### src/rtl/serial_paralelo_alineador_if.sv
// serial_paralelo_alineador_if
//   Bundles the serial input and the aligned-word outputs of the comma-aligning
//   deserializer.
//   master : drives entrada, observes the aligned word and status (link source / bench)
//   slave  : the deserializer itself
//   entrada         serial bit, word bit 9 first
//   salidas         last aligned 10-bit word
//   validSalida     one-cycle strobe, salidas updated
//   esComa          salidas holds a K28.5 comma
//   alineado        word alignment established
//   errorAlineacion one-cycle pulse on loss of alignment
interface serial_paralelo_alineador_if;
   logic       entrada;
   logic [9:0] salidas;
   logic       validSalida;
   logic       esComa;
   logic       alineado;
   logic       errorAlineacion;

   modport master (output entrada,
                   input  salidas, validSalida, esComa, alineado, errorAlineacion);
   modport slave  (input  entrada,
                   output salidas, validSalida, esComa, alineado, errorAlineacion);
endinterface

### src/rtl/serial_paralelo_alineador.sv
// serial_paralelo_alineador
//   Receive-side deserializer for the 10-bit serial link. Shifts the bit stream
//   into a 10-bit window, hunts for K28.5 commas, and once COMAS consecutive
//   commas land on the same word phase it emits every aligned word.
//   Ports:
//     clk         one serial bit per rising edge
//     rstContador asynchronous, active-low reset
//     bus         slave side of serial_paralelo_alineador_if (entrada in,
//                 salidas/validSalida/esComa/alineado/errorAlineacion out)
module serial_paralelo_alineador #(
   parameter int         COMAS    = 3,
   parameter logic [9:0] COMA_NEG = 10'b0011111010,
   parameter logic [9:0] COMA_POS = 10'b1100000101
) (
   input logic                        clk,
   input logic                        rstContador,
   serial_paralelo_alineador_if.slave bus
);

   localparam logic [3:0] COMAS_L = 4'(COMAS);

   typedef enum logic [1:0] {BUSCANDO, CONFIRMANDO, ALINEADO} estado_t;

   estado_t    estado, estadoSig;
   logic [9:0] sr;
   logic [3:0] fase, faseSig;
   logic [3:0] cuenta, cuentaSig;
   logic [9:0] salidasR, salidasSig;
   logic       validR, validSig;
   logic       esComaR, esComaSig;
   logic       errR, errSig;
   logic       alineadoR;
   logic       hit, frontera;

   // The window holds a complete word during the cycle where fase == 9; the
   // decision about that word is taken on the following edge.
   assign hit      = (sr == COMA_NEG) || (sr == COMA_POS);
   assign frontera = (fase == 4'd9);

   always_comb begin
      estadoSig  = estado;
      cuentaSig  = cuenta;
      faseSig    = frontera ? 4'd0 : fase + 4'd1;
      salidasSig = salidasR;
      esComaSig  = esComaR;
      validSig   = 1'b0;
      errSig     = 1'b0;
      case (estado)
         BUSCANDO: begin
            if (hit) begin
               // Treat the hit cycle itself as a boundary from now on.
               faseSig   = 4'd0;
               cuentaSig = 4'd1;
               if (COMAS_L == 4'd1) begin
                  estadoSig  = ALINEADO;
                  salidasSig = sr;
                  esComaSig  = 1'b1;
                  validSig   = 1'b1;
               end else begin
                  estadoSig = CONFIRMANDO;
               end
            end
         end
         CONFIRMANDO: begin
            if (frontera && hit) begin
               cuentaSig = cuenta + 4'd1;
               if (cuenta + 4'd1 == COMAS_L) begin
                  // The confirming comma is delivered as the first word.
                  estadoSig  = ALINEADO;
                  salidasSig = sr;
                  esComaSig  = 1'b1;
                  validSig   = 1'b1;
               end
            end else if (hit) begin
               // Comma at a new phase: restart the count there.
               cuentaSig = 4'd1;
               faseSig   = 4'd0;
            end
         end
         ALINEADO: begin
            if (frontera) begin
               salidasSig = sr;
               esComaSig  = hit;
               validSig   = 1'b1;
            end else if (hit) begin
               errSig    = 1'b1;
               estadoSig = CONFIRMANDO;
               cuentaSig = 4'd1;
               faseSig   = 4'd0;
            end
         end
         default: estadoSig = BUSCANDO;
      endcase
   end

   always_ff @(posedge clk or negedge rstContador) begin
      if (!rstContador) begin
         estado    <= BUSCANDO;
         sr        <= '0;
         fase      <= '0;
         cuenta    <= '0;
         salidasR  <= '0;
         validR    <= 1'b0;
         esComaR   <= 1'b0;
         errR      <= 1'b0;
         alineadoR <= 1'b0;
      end else begin
         estado    <= estadoSig;
         sr        <= {sr[8:0], bus.entrada};
         fase      <= faseSig;
         cuenta    <= cuentaSig;
         salidasR  <= salidasSig;
         validR    <= validSig;
         esComaR   <= esComaSig;
         errR      <= errSig;
         alineadoR <= (estadoSig == ALINEADO);
      end
   end

   assign bus.salidas         = salidasR;
   assign bus.validSalida     = validR;
   assign bus.esComa          = esComaR;
   assign bus.alineado        = alineadoR;
   assign bus.errorAlineacion = errR;

endmodule
### src/flat_wrapper.sv
// flat-port wrapper written by rule: the top's interface ports become plain ports
module serial_paralelo_alineador_flat 
#(
   parameter int         COMAS    = 3,
   parameter logic [9:0] COMA_NEG = 10'b0011111010,
   parameter logic [9:0] COMA_POS = 10'b1100000101
)
  (clk, rstContador, bus_entrada, bus_salidas, bus_validSalida, bus_esComa, bus_alineado, bus_errorAlineacion);
  serial_paralelo_alineador_if bus_i ();
  input logic clk;
  input logic rstContador;
  input wire logic [$bits(bus_i.entrada)-1:0] bus_entrada;
  output wire logic [$bits(bus_i.salidas)-1:0] bus_salidas;
  output wire logic [$bits(bus_i.validSalida)-1:0] bus_validSalida;
  output wire logic [$bits(bus_i.esComa)-1:0] bus_esComa;
  output wire logic [$bits(bus_i.alineado)-1:0] bus_alineado;
  output wire logic [$bits(bus_i.errorAlineacion)-1:0] bus_errorAlineacion;
  assign bus_i.entrada = bus_entrada;
  assign bus_salidas = bus_i.salidas;
  assign bus_validSalida = bus_i.validSalida;
  assign bus_esComa = bus_i.esComa;
  assign bus_alineado = bus_i.alineado;
  assign bus_errorAlineacion = bus_i.errorAlineacion;
  serial_paralelo_alineador #(.COMAS(COMAS), .COMA_NEG(COMA_NEG), .COMA_POS(COMA_POS)) u_core (.clk(clk), .rstContador(rstContador), .bus(bus_i));
endmodule
### config.mk
export PLATFORM = sky130hd
export DESIGN_NAME = serial_paralelo_alineador_flat
export DESIGN_NICKNAME = d
export VERILOG_FILES = /design/src/rtl/serial_paralelo_alineador_if.sv /design/src/rtl/serial_paralelo_alineador.sv /design/src/flat_wrapper.sv
export SDC_FILE = /design/constraint.sdc
export NUM_CORES = 1
export LEC_CHECK = 0
export CORE_MARGIN = 8
export CORE_UTILIZATION = 35
export DETAILED_ROUTE_END_ITERATION = 12
export GPL_TIMING_DRIVEN = 0
export PLACE_DENSITY = 0.59
export SLEW_MARGIN = 20
export SYNTH_ARGS = -nofsm -noshare
export SYNTH_HDL_FRONTEND = slang
export SYNTH_SLANG_ARGS = --single-unit
### constraint.sdc
create_clock -name clk -period 6.54 [get_ports clk]
set_clock_uncertainty 0.05 [all_clocks]
set_input_delay 1.962 -clock clk [delete_from_list [all_inputs] [get_ports clk]]
set_output_delay 1.962 -clock clk [all_outputs]
set_load 0.05 [all_outputs]
==> flow_summary.yaml, run 1 <==
clock_tree:
  tritoncts: "done"
  clk_latency_ps: 290
  cts_made_buffers: 5
  cts_root_buffer: "clkbuf_8"
  clock_sinks: 34
  cts_setup_buffers: 0
  cts.path.max_buffers: 2
  ctsResizeCount: 0
  ctsHtreeMaxLevel: 2
  cts.clk_slew.worst_paths_ps: 80
  hold_buffers: 0
critical_path:
  path_cells: "clkdlybuf4s50_1"
  worstSetupStartpointType: "flip-flop"
  r2r_start: "u_core.fase[1]"
  reg2regPathDepth: 8
  critPathMaxStageDelay_ps: 830
  required_ps: 4530
  cp_top_family: "buffers and inverters"
  rrSetupSlack_ps: 3920
  slowest_stage: "clkdlybuf4s50_1"
  cp_num_buf_inv: 1
  critPathMaxFanout: 4
  arrival_ps: 1510
  reg2reg_to: "u_core.bus.salidas[5]"
  end_kind: "primary output"
  criticalPathCategory: "flip-flop to primary output"
synth:
  async_reset_ff_share_pct: 100.0
  syn_area_mm2: 0.001717
  synth.most_common_cell: "dfrtp_1"
  synth_edf_count: 0
  syn_nets: 175
  ys_ff_latch: 34
  synth_ff_type: "dfrtp_1"
  synth_cells: 164
  ys_types: 43
  yosysTopAreaCellShare_pct: 49.56
  synth_warnings: 0
  synth-seq-area-share_pct: 49.56
  yosysTopAreaCell: "dfrtp_1"
  synth_area_leaders: "dfrtp_1, ha_1, o221a_1, nor2_1, nand4_1"
  syn_area_per_cell_um2: 10.47
  synth_commonest_cells: "dfrtp_1, nor2_1, ha_1, nand2_1"
sta:
  finalHoldWorstSlack_ps: 383.0
  setup_tns_ps: 0
  grt_setup_unrepaired: "false"
  period_minus_slack_ps: 3520
  slew_violations: 0
  setup_viol: 0
  worst_pin_slew_ps: 535.6
  final-hold-violation-count: 0
  max-slew-margin-rel_pct: 64.23
  min_period_over_period_pct: 53.83
  fmax_mhz: 284.1
cells_and_area:
  finalCoreUtilization_pct: 44.90
  multi_input_area_um2: 802.0
  antenna_cells: 0
  nets: 199
  syn2layout_area_growth_pct: 23.54
  drive_gt1_share_pct: 8.995
  regArea_um2: 850.8
  fillers: 442
  final_cells: 256
min_path:
  min-delay-start: "u_core.sr[0]"
  whs_path_depth: 0
  holdPathEnd: "u_core.sr[1]"
  hold_class: "flip-flop to flip-flop"
drt:
  routed_wl_mm: 3.986
  drtAntennaViolNets: 0
  wl_per_cell_um: 15.57
  dr_total_vias: 1386
  first_pass_iters: 4
  detail_route.vias_per_cell: 5.414
  drt-initial-drc-count: 68
  drc: 0
power_and_ir_drop:
  irDropWorstVdd_uv: 130.9
  sequentialPowerShare_pct: 37.0
  cellPowerDensity_mw_per_mm2: 369.5
  p_int_mw: 0.5038
  p_sw_mw: 0.2799
  combPwrFrac_pct: 33.4
  power.leakage_nw: 0.8387
  clock_power_share_pct: 29.6
  swShare_pct: 35.72
floorplanning:
  rows: 25
  fp.dieArea_mm2: 0.007402
  core-area_mm2: 0.004723
  fp.dieH_um: 86.04
  die_w_um: 86.04
  ioPinCount: 17
  start_util_pct: 36.34
grt:
  grt_first_pass_wirelength_mm: 6.879
  grt_max_degree: 22
  grt.overflow.total: 0
  antenna_found_initial: 0
  grt_pass1_vias: 1446
  gr-usage-all-layers_pct: 11.78
placement:
  dp_cells: 248
  port_buffers: 16
  place_congestion: 0.8916
  dp_hpwl_mm: 3.007
job:
  drv_cap: 0
status:
  status: "finished clean"
through the flow:
stage / total power [mW] / instance area (um^2) / setup WS, ps
finish: 0.7837 / 2121 / 3020
CTS: 0.7926 / 2121 / 3005
detailed placement: 0.5591 / 1983 / 3327
floorplan: 0.4691 / 1717 / 3899
global route: 0.8282 / 2121 / 2967
global placement: 0.5464 / 1961 / 2786
flip-flops by register name, summed over array words and instances, names as in the netlist:
name                        flops
u_core.fase                     4
u_core.bus.salidas             10
u_core.bus.errorAlineacion      1
u_core.bus.validSalida          1
u_core.estado                   2
u_core.cuenta                   4
u_core.bus.alineado             1
u_core.bus.esComa               1
u_core.sr                      10
kinds of logic after synthesis:
family	count (synthesis)	share of synthesized area, %
AOI/OAI and AO/OA	44	20.70
xor gates and xnor gates	3	1.531
adders and majority gates	8	5.831
buffers and inverters	15	3.717
DFF	34	49.56
and+or+nand+nor	60	18.66
layout make-up:
| type | count | area share, % |
|---|---|---|
| Tap cell | 67 | 3.953 |
| Clock buffer | 5 | 3.245 |
| Sequential cell | 34 | 40.12 |
| Buffer | 7 | 1.593 |
| Clock inverter | 3 | 3.245 |
| Inverter | 8 | 1.416 |
| Timing Repair Buffer | 17 | 8.614 |
| Multi-Input combinational cell | 115 | 37.82 |
layout by cell type (no fill, tap or decap), types with 3 or more instances in the layout:
master,netlist,final
clkbuf_1,6,6
nor3_1,4,4
o221a_1,7,7
ha_1,8,8
a221oi_1,4,4
nand2_1,8,8
o21ai_1,6,6
nand4_1,6,6
a21oi_1,3,3
nand2b_1,3,3
a31oi_1,3,3
clkdlybuf4s50_1,0,15
o31ai_1,3,3
clkbuf_8,0,5
dfrtp_1,34,34
nor2_1,17,17
or3_1,3,3
nand3_1,7,7
inv_1,7,7
o21ai_0,5,5
how the worst max path moves through the flow:
stage                               start                     to  slack [ps]  depth (start not counted)
floorplan           u_core.bus.salidas[2]         bus_salidas[2]        3900                          0
finish              u_core.bus.salidas[7]         bus_salidas[7]        3020                          1
CTS                 u_core.bus.salidas[7]         bus_salidas[7]        3010                          1
detailed placement  u_core.bus.salidas[7]         bus_salidas[7]        3330                          1
global placement              rstContador  u_core.bus.salidas[8]        2790                          1
global route        u_core.bus.salidas[7]         bus_salidas[7]        2970                          1
power by group through the flow:
| stage | combinational [mW] | clock [mW] | sequential [mW] |
|---|---|---|---|
| after CTS | 0.265 | 0.237 | 0.291 |
| after global routing | 0.281 | 0.248 | 0.299 |
| after detailed placement | 0.264 | 0 | 0.295 |
| final | 0.262 | 0.232 | 0.290 |
| after floorplan | 0.0938 | 0 | 0.375 |
| after global placement | 0.256 | 0 | 0.291 |
routing by layer:
metal | routed length [um] | vias to the layer above | track usage, %
met5 | 0 | - | 0
li1 | - | 667 | -
met4 | 53 | 0 | 4.777
met2 | 1979 | 39 | 20.15
met1 | 1721 | 673 | 13.33
met3 | 231 | 7 | 3.438
(Power assumes the default switching activity.)
==> run 2, diff against run 1 <==
==> constraint.sdc (replaced) <==
create_clock -name clk -period 3.45 [get_ports clk]
set_clock_uncertainty 0.05 [all_clocks]
set_input_delay 1.035 -clock clk [delete_from_list [all_inputs] [get_ports clk]]
set_output_delay 1.035 -clock clk [all_outputs]
set_load 0.05 [all_outputs]
==> results of run 2 <==
Same layout as run 1 (identical final DEF). Status: finished clean.
Among the figures that moved: setup slack after placement 3327 ps -> 848.5 ps; setup slack after layout 3020 ps -> 831.3 ps; start point of the critical path u_core.bus.salidas[7] -> u_core.fase[1]; end point of the critical path bus_salidas[7] -> u_core.bus.salidas[5]; register-to-register setup slack 3920 ps -> 830 ps; total power 0.7837 mW -> 1.486 mW; worst IR drop on VDD 130.9 uV -> 248.1 uV
